$ cat config.mk
export PLATFORM = sky130hd
export DESIGN_NAME = mcu_bus_ctrl
export DESIGN_NICKNAME = d
export VERILOG_FILES = /design/src/rtl/mcu_bus_ctrl.sv
export SDC_FILE = /design/constraint.sdc
export NUM_CORES = 1
export LEC_CHECK = 0
export CAP_MARGIN = 30
export CELL_PAD_IN_SITES_DETAIL_PLACEMENT = 1
export CELL_PAD_IN_SITES_GLOBAL_PLACEMENT = 1
export CORE_MARGIN = 3
export CORE_UTILIZATION = 37
export CTS_BUF_LIST = sky130_fd_sc_hd__clkbuf_8 sky130_fd_sc_hd__clkbuf_16
export DETAILED_ROUTE_END_ITERATION = 16
export GPL_ROUTABILITY_DRIVEN = 0
export PLACE_DENSITY_LB_ADDON = 0.1
export SKIP_LAST_GASP = 1
export SLEW_MARGIN = 5
export SYNTH_ARGS = -nofsm -noshare
export SYNTH_HDL_FRONTEND = slang
export SYNTH_SLANG_ARGS = --single-unit
$ cat constraint.sdc
create_clock -name sysclk -period 2.87 [get_ports sysclk]
set_input_delay 0.287 -clock sysclk [delete_from_list [all_inputs] [get_ports sysclk]]
set_output_delay 0.287 -clock sysclk [all_outputs]
set_load 0.03 [all_outputs]
$ cat src/rtl/mcu_bus_ctrl.sv
// mcu_bus_ctrl: MCU parallel-bus slave decoding busclk beats into command/write strobes
module mcu_bus_ctrl #(
    parameter int BUS_WIDTH = 8,
    parameter int ADDR_WIDTH = 32,
    parameter logic [BUS_WIDTH-1:0] DEVICE_ID = 8'hAE
) (
    input  logic                  sysclk,
    input  logic                  reset,
    input  logic                  busclk,
    input  logic [BUS_WIDTH-1:0]  bus_in,
    input  logic                  command_data,
    output logic [BUS_WIDTH-1:0]  bus_out,
    output logic                  bus_oe,
    output logic                  cmd_strobe,
    output logic [BUS_WIDTH-1:0]  cmd_code,
    output logic                  wr_strobe,
    output logic [BUS_WIDTH-1:0]  wr_data,
    output logic [ADDR_WIDTH-1:0] wr_addr,
    output logic [ADDR_WIDTH-1:0] address,
    output logic                  autoinc,
    output logic                  busy
);
    localparam int ADDR_BEATS = ADDR_WIDTH / BUS_WIDTH;
    localparam int CW = $clog2(ADDR_BEATS + 1);
    localparam logic [BUS_WIDTH-1:0] GET_ID = BUS_WIDTH'(1);
    localparam logic [BUS_WIDTH-1:0] SET_ADDRESS = BUS_WIDTH'(2);
    localparam logic [BUS_WIDTH-1:0] SET_AUTOINC = BUS_WIDTH'(3);
    typedef enum logic [1:0] {IDLE, ADDR, AUTOINC, ID_READ} state_t;
    state_t state, state_n;
    logic [2:0] sync;
    logic [ADDR_WIDTH-1:0] shadow, shadow_n, address_n, wr_addr_n;
    logic [CW-1:0] cnt, cnt_n;
    logic [BUS_WIDTH-1:0] bus_out_n, cmd_code_n, wr_data_n;
    logic bus_oe_n, cmd_strobe_n, wr_strobe_n, autoinc_n;
    logic beat, is_cmd, is_dat, last, get_id, set_addr, fwd, ld_addr, set_ai, wr;
    assign beat = sync[2:1] == 2'b01;
    // A command beat outside ID_READ is decoded as from IDLE, which also aborts ADDR/AUTOINC
    assign is_cmd = beat && !command_data && state != ID_READ;
    assign is_dat = beat && command_data && state != ID_READ;
    assign last = cnt == CW'(ADDR_BEATS - 1);
    assign get_id = is_cmd && bus_in == GET_ID;
    assign set_addr = is_cmd && bus_in == SET_ADDRESS;
    assign fwd = is_cmd && bus_in != GET_ID && bus_in != SET_ADDRESS && bus_in != SET_AUTOINC;
    assign ld_addr = is_dat && state == ADDR && last;
    assign set_ai = is_dat && state == AUTOINC;
    assign wr = is_dat && state == IDLE;
    assign busy = state != IDLE;
    always_ff @(posedge sysclk) begin
        if (reset) state <= IDLE;
        else state <= state_n;
    end
    always_comb begin
        state_n = state;
        if (beat && state == ID_READ) state_n = IDLE;
        else if (is_cmd) state_n = get_id ? ID_READ : set_addr ? ADDR : bus_in == SET_AUTOINC ? AUTOINC : IDLE;
        else if (ld_addr || set_ai) state_n = IDLE;
    end
    always_comb begin
        shadow_n = set_addr ? '0 : (is_dat && state == ADDR) ? ((shadow << BUS_WIDTH) | ADDR_WIDTH'(bus_in)) : shadow;
        cnt_n = set_addr ? '0 : (is_dat && state == ADDR) ? cnt + CW'(1) : cnt;
        cmd_strobe_n = fwd || ld_addr || set_ai;
        cmd_code_n = fwd ? bus_in : ld_addr ? SET_ADDRESS : set_ai ? SET_AUTOINC : cmd_code;
        wr_strobe_n = wr;
        wr_data_n = wr ? bus_in : wr_data;
        wr_addr_n = wr ? address : wr_addr;
        address_n = ld_addr ? shadow_n : (wr && autoinc) ? address + ADDR_WIDTH'(1) : address;
        autoinc_n = set_ai ? |bus_in : autoinc;
        bus_out_n = get_id ? DEVICE_ID : bus_out;
        bus_oe_n = get_id ? 1'b1 : (beat && state == ID_READ) ? 1'b0 : bus_oe;
    end
    always_ff @(posedge sysclk) begin
        if (reset) begin
            sync <= 3'b111;
            shadow <= '0;
            cnt <= '0;
            bus_out <= '0;
            bus_oe <= 1'b0;
            cmd_strobe <= 1'b0;
            cmd_code <= '0;
            wr_strobe <= 1'b0;
            wr_data <= '0;
            wr_addr <= '0;
            address <= '0;
            autoinc <= 1'b1;
        end else begin
            sync <= {sync[1:0], busclk};
            shadow <= shadow_n;
            cnt <= cnt_n;
            bus_out <= bus_out_n;
            bus_oe <= bus_oe_n;
            cmd_strobe <= cmd_strobe_n;
            cmd_code <= cmd_code_n;
            wr_strobe <= wr_strobe_n;
            wr_data <= wr_data_n;
            wr_addr <= wr_addr_n;
            address <= address_n;
            autoinc <= autoinc_n;
        end
    end
endmodule

==> impl_summary.md, run 1 <==
Place
Once placement completed, the tool counted placed cells totaling 847. The count of buffers added on input and output ports is 101. Once detailed placement completed, the half-perimeter wirelength came to 10.7 mm.

Final layout
The library cell used most frequently in the layout, excluding fill and tap cells, is sky130_fd_sc_hd__nand2_1. Compared with the post-synthesis result, the final layout area differs by 34.7%. The repair_antennas step left the layout with diodes totalling 0. The final-stage net count is 709. Of the cells placed in the final design, the portion with a size suffix greater than 1 is 0.0907. The count of cells in the finished layout, fillers not included, comes to 878. The library cells used most frequently in the layout, excluding fill and tap cells, are 149 x sky130_fd_sc_hd__nand2_1, 117 x sky130_fd_sc_hd__dfxtp_1, 100 x sky130_fd_sc_hd__clkdlybuf4s50_1. The number of fill cells in the layout is 1543.

Die
The die is 121 um tall. The x dimension of the die is 121 um. The die covers 0.0147 mm^2. The core outline area is 0.0128 mm^2. The initial core utilization is 0.384. In this run the count of I/O pins placed on the die edge is 105. The row count is 41.

Synthesis
Counting distinct cell types in the post-synthesis netlist gives 48. The post-synthesis register bit count is 117. The area of the mapped netlist is 0.00492 mm^2.

The average instance in the mapped netlist occupies 8.15 um^2. Of the synthesized area, sequential elements account for 0.476. In the synthesized netlist the async set-or-reset flop fraction comes to 0. Counting every instance in the synthesized netlist gives 604.

The number of warnings issued by yosys is 0. For this run, the leading register cell type out of synthesis is sky130_fd_sc_hd__dfxtp_1. Yosys mapped a number of flops with a built-in enable equal to 0.

Route
The post-detailed-routing wire length is 15.5 mm. The iteration-0 DRC count of the detailed router is 202. In the routed design, unresolved DRC markers number 0. The length of the first detailed-routing pass in iterations is 4. Dividing the detail-routed via count by the number of cells gives 5.17. The remaining antenna violation count after routing is 0. The total vias in the final route is 4543.

The average wire length per cell after detail routing is 17.6 um.

Setup path
The gate family responsible for the most delay along the worst path is simple AND/OR/NAND/NOR gates. The data arrival time at the worst-slack endpoint is 2.81 ns. The critical path goes through or4b_4, nor4_4, buf_4, nand4_2, xor2_1, a211oi_2. The category of the worst setup path launch point is a flop.

The data required time of the worst path is 3.20 ns. The longest individual stage delay on the worst path is 0.64 ns. The worst setup path is of the flop to flop kind. The largest individual stage delay along the critical path comes from the cell sky130_fd_sc_hd__nor4_4. Counting both buffers and inverters, the worst setup path holds a total of 1. Along the worst path, the maximum fanout reaches 10. The kind of end point of the critical path is a flop.

Timing
The final max-slew violation count was 0. The count of endpoints failing hold in the final timing report came to 0. The transition time at the pin with the least slew margin is 0.882 ns. Setup violations remaining at the end of the flow were counted as 0.

The worst relative slew slack is 0.412. The post-route minimum period is 2.49 ns. Setup repair after global routing left no endpoint under its margin.

Timing would allow up to 402 MHz. The accumulated negative setup slack is 0 ns. The post-route clock skew is 0.00796 ns.

The hold slack is 0.360 ns. Dividing the final minimum period by the clock period gives 0.867.

Worst hold path
The class of the most critical hold timing path is primary input to flop.

Flow run
The tool flagged a number of max-cap violations equal to 0.

GRT
The maximum number of pins on one net before global-route repair is 77. The combined global-route utilization of all metal layers is 0.215. The via count of the first global-routing pass is 4776. The initial antenna violation count is 0. The total overflow left after global routing is 0. The first global-routing pass estimated 24.9 mm of wire.

Clock network
The count of cells resized by post-cts repair is 0. The H-tree level count is 4. The longest clock path from root to sink contains 2 buffers. The tree is rooted in a sky130_fd_sc_hd__clkbuf_16. The clock buffer count from CTS is 17. The clock tree from TritonCTS is done. Clock latency on the worst-skew pair, taken at its later pin, is 0.41 ns.

Buffers added to address setup during post-CTS repair amount to 0. The post-CTS clock slew at the launch and capture registers of the worst setup and hold paths is 0.05 ns. The post-cts hold buffer count is 0. CTS saw 117 sinks.

Pwr
Overall power consumption after layout is estimated at 3.76 mW. Summed over all cells, the static leakage comes to 2.29 nW. The worst IR drop on VDD is 0.305 mV. Dividing total power by cell area gives a power density of 567 mW/mm^2.

Status
The run finished with clean final reports.
[cells by family (layout without fill, tap and decap cells)]
group / after synthesis / count (layout) / synth area share
muxes: 1 / 1 / 0.00203
xor gates and xnor gates: 32 / 32 / 0.0569
adders and majority gates: 3 / 3 / 0.00762
other: 1 / 3 / 0.000762
and+or+nand+nor: 264 / 264 / 0.248
buffers and inverters: 57 / 157 / 0.0521
DFF: 117 / 117 / 0.476
AOI/OAI and AO/OA: 129 / 129 / 0.157
[worst paths after layout]
check | startpoint | end | slack [ns] | depth (start not counted)
setup / recovery | state[1]$_SDFFE_PP0P_ | address[13]$_SDFFE_PP0P_ | 0.38 | 6
hold / removal | reset | autoinc$_SDFFE_PP1P_ | 0.36 | 3
setup reg to reg | state[1]$_SDFFE_PP0P_ | address[13]$_SDFFE_PP0P_ | 0.38 | 6
hold reg to reg | sync[0]$_SDFF_PP1_ | sync[1]$_SDFF_PP1_ | 0.41 | 1
[state kept, by name, summed over array words and instances (netlist names)]
register    flops
autoinc         1
bus_oe          1
sync            3
wr_data         8
cmd_strobe      1
shadow         24
wr_addr        32
wr_strobe       1
cmd_code        8
cnt             3
bus_out         1
state           2
address        32
[layout make-up]
type	instances	area [um^2]	share of cell area
flip-flops and latches	117	2340	0.353
inverters	8	30.0	0.00453
clock inverters	8	58.8	0.00887
well taps	172	215	0.0325
repair buffers	118	1130	0.171
multi-input cells	432	2340	0.353
clock buffers	23	508	0.0766
[cell usage after synthesis (4+ instances only)]
master                     count  area, um^2
sky130_fd_sc_hd__nand2_1     149         559
sky130_fd_sc_hd__dfxtp_1     117        2340
sky130_fd_sc_hd__a21oi_1      89         445
sky130_fd_sc_hd__clkbuf_1     39         146
sky130_fd_sc_hd__nor2_1       39         146
sky130_fd_sc_hd__xor2_1       21         184
sky130_fd_sc_hd__a211oi_1     19         143
sky130_fd_sc_hd__nand3_1      17        85.1
sky130_fd_sc_hd__nand4_1      11        68.8
sky130_fd_sc_hd__xnor2_1      11        96.3
sky130_fd_sc_hd__inv_1         8        30.0
sky130_fd_sc_hd__nor3_1        8        40.0
sky130_fd_sc_hd__and3_1        7        43.8
sky130_fd_sc_hd__buf_4         7        52.6
sky130_fd_sc_hd__a211oi_2      4        50.1
sky130_fd_sc_hd__a32o_1        4        40.0
sky130_fd_sc_hd__nor4_1        4        25.0
sky130_fd_sc_hd__or2_2         4        25.0
[worst register-to-register path, delay by kind of cell (launching register included)]
family,cells,cell delay (ns)
AOI/OAI and AO/OA,1,0.22
xor gates and xnor gates,1,0.17
buffers and inverters,1,0.27
DFF,1,0.38
and+or+nand+nor,3,1.35
[power by group]
part | switching [mW] | leakage (nW) | internal (mW)
registers | 0.00362 | 0.943 | 1.63
clock network | 0.704 | 0.301 | 1.30
logic | 0.0811 | 1.05 | 0.0377
total | 0.788 | 2.29 | 2.97
[metal layers]
| layer | up-vias | track usage | routed length, um |
|---|---|---|---|
| met5 | - | 0 | 0 |
| met2 | 104 | 0.355 | 7390 |
| li1 | 2229 | - | - |
| met4 | 0 | 0.0819 | 272 |
| met1 | 2188 | 0.276 | 7110 |
| met3 | 22 | 0.0457 | 714 |
[stage by stage]
stage	instance area [um^2]	setup slack, ns	utilization
final	6630	0.382	0.517
after global routing	6630	0.274	0.517
after CTS	6630	0.378	0.517
after detailed placement	6060	0.393	0.473
after global placement	6060	0.479	0.473
after floorplan	4930	0.686	-
Power figures use the tool's default switching activity.
==> run 2: changes to the inputs <==
--- a/config.mk
+++ b/config.mk
@@ -13,6 +13,7 @@
 export CTS_BUF_LIST = sky130_fd_sc_hd__clkbuf_8 sky130_fd_sc_hd__clkbuf_16
 export DETAILED_ROUTE_END_ITERATION = 16
 export GPL_ROUTABILITY_DRIVEN = 0
+export GPL_TIMING_DRIVEN = 0
 export PLACE_DENSITY_LB_ADDON = 0.1
 export SKIP_LAST_GASP = 1
 export SLEW_MARGIN = 5
==> impl_summary.md, run 2 (synthesis gave the netlist of run 1 again) <==
Final layout
The share of post-route cells with drive strength above 1 is 0.0721. The final-stage net count is 739. The library cells used most frequently in the layout, excluding fill and tap cells, are 149 x sky130_fd_sc_hd__nand2_1, 117 x sky130_fd_sc_hd__dfxtp_1, 98 x sky130_fd_sc_hd__clkdlybuf4s50_1. The leading cell type in the layout, fill and taps excluded is sky130_fd_sc_hd__nand2_1. In the final layout, the registers with the most flip-flops are address: 32 flops, wr_addr: 32 flops, shadow: 24 flops. Fill cells in the final layout number 1555.

0 antenna diodes ended up in the layout. The synthesis-to-layout area growth is 35.8%.

Clock network
Clock-pin slew was measured on the worst setup and hold paths at 0.05 ns. In this run, CTS created clock tree buffers numbering 17. The number of buffers on the longest clock path is 2. In this run, post-CTS hold repair placed 0 buffers.

CTS saw 117 sinks. The H-tree was split into 4 levels. In this run the clock root is driven by a sky130_fd_sc_hd__clkbuf_16. The clock tree from TritonCTS is done. The count of cells resized by post-cts repair is 0. The clock network latency to the later pin of the worst-skew pair is 0.41 ns. Post-CTS timing repair inserted 0 buffers for setup.

Route
The iteration-0 DRC count of the detailed router is 308. The first TritonRoute pass finished after 4 iterations. The total vias in the final route is 4701.

The remaining antenna violation count after routing is 0. The routed design has 16.2 mm of wire. Using the TritonRoute via totals, the vias-per-cell ratio works out to 5.18. After detailed routing, the number of remaining DRC violations is 0. After detailed routing, the average wire length per cell comes to 17.9 um.

GRT
The wire length of the first global-routing pass is 26.5 mm. In the global route stage, overall resource usage came out at 0.231. The initial antenna violation count is 0. The via count of the first global-routing pass is 4982. The total grt overflow is 0. Entering global routing, the biggest net connects 17 pins.

Die
The die is 121 um wide. The region available for standard cell placement spans 0.0128 mm^2. The area of the die is 0.0147 mm^2. The row count is 41. The initial utilization of the core area, before any placement, comes to 0.384.

The floorplan step set the die height to 121 um. For this design the top-level I/O count stands at 105.

Place
The detailed placement HPWL is 11.9 mm. Port buffering added 98 buffers.

Setup path
The signal on the critical path passes through nand3_1, nor4_1, clkbuf_1, nand4_2, or3_1, a31oi_1. STA classifies the critical path endpoint as a flop. For the worst setup path, the data arrival time is 2.85 ns.

The worst-path maximum fanout is 10. Counting cells, the worst reg-to-reg path comes to 6. Data on the critical path is required at its endpoint by 3.21 ns.

The endpoint identified for the worst register-to-register timing path is address[31]$_SDFFE_PP0P_. In this design, the stage delay of the slowest critical-path cell is 0.60 ns. The worst setup path is of the flop to flop kind.

The category of the worst setup path launch point is a flop. For flop-to-flop paths, the worst setup slack is 0.36 ns. For this design, the slowest cell found on the critical path is sky130_fd_sc_hd__nor4_1. The worst register-to-register path begins at address[6]$_SDFFE_PP0P_.

Timing
The count of endpoints failing hold in the final timing report is 0. The transition time at the pin with the least slew margin is 0.689 ns. The timing-limited maximum frequency is 398 MHz.

Headroom to the max-slew limit came out at 0.541. The fraction of the cycle the final worst path needs is 0.876. Setup repair after global routing left no endpoint under its margin. The hold slack is 0.360 ns. Setup total negative slack on the finished layout was measured at 0 ns.

The post-route clock skew is 0.00605 ns. The post-route minimum period is 2.51 ns. The final max-slew violation count is 0. The final number of setup-violating endpoints is 0.

Pwr
Summed over all cells, the static leakage comes to 2.29 nW. Dividing total power by cell area gives a power density of 557 mW/mm^2. VDD sags by at most 0.361 mV. Overall power consumption after layout is estimated at 3.73 mW.

Worst hold path
Along the worst hold path, the cell count comes to 3. The path class of the tightest hold or removal check is primary input to flop. In this run the most critical hold path is launched from bus_in[0]. The worst hold path terminates at cmd_code[0]$_SDFFE_PP0P_.

Status
The flow ran to the end, and the final reports show no timing, DRC or antenna violations.

Flow run
The tool flagged a number of max-cap violations equal to 0.
-- run 2: how the worst max path moves through the flow --
stage                            startpoint                       end  slack [ns]
floorplan           address[5]$_SDFFE_PP0P_  address[31]$_SDFFE_PP0P_        0.69
global placement               command_data  address[30]$_SDFFE_PP0P_        0.04
detailed placement                bus_in[7]      shadow[4]$_SDFF_PP0_        0.24
CTS                 address[5]$_SDFFE_PP0P_  address[31]$_SDFFE_PP0P_        0.36
global route        address[5]$_SDFFE_PP0P_  address[31]$_SDFFE_PP0P_         0.1
finish              address[6]$_SDFFE_PP0P_  address[31]$_SDFFE_PP0P_        0.36
-- run 2: where the power goes --
part / switching, mW / leakage, nW / internal [mW]
registers: 0.00368 / 0.943 / 1.63
logic: 0.0869 / 1.06 / 0.0353
clock network: 0.694 / 0.290 / 1.27
total: 0.784 / 2.29 / 2.94
-- run 2: layout make-up --
class / instances / area [um^2] / share of cell area
Sequential cell: 117 / 2340 / 0.350
Multi-Input combinational cell: 432 / 2330 / 0.349
Inverter: 8 / 30.0 / 0.00449
Buffer: 49 / 226 / 0.0339
Clock inverter: 8 / 61.3 / 0.00917
Timing Repair Buffer: 99 / 986 / 0.147
Tap cell: 172 / 215 / 0.0322
Clock buffer: 22 / 494 / 0.0739
-- run 2: metal layers --
layer / wire [um] / GRT usage
met1: 7220 / 0.287
met5: 0 / 0
met4: 333 / 0.0798
met3: 693 / 0.0499
met2: 7950 / 0.395
-- run 2: through the flow --
stage,setup WS (ns),cells,cell area (um^2),util
after CTS,0.356,907,6690,0.521
final,0.356,907,6690,0.521
after global routing,0.0973,907,6690,0.521
after global placement,0.0416,876,6130,0.478
after floorplan,0.686,606,4930,-
after detailed placement,0.235,877,6130,0.478
-- run 2: critical path: cells and delay by family, from the launching register on --
kind                   cells  cell delay, ns
buffers and inverters      1            0.44
AO/OA/AOI/OAI              1            0.16
AND/OR/NAND/NOR            4            1.39
flip-flops                 1            0.44
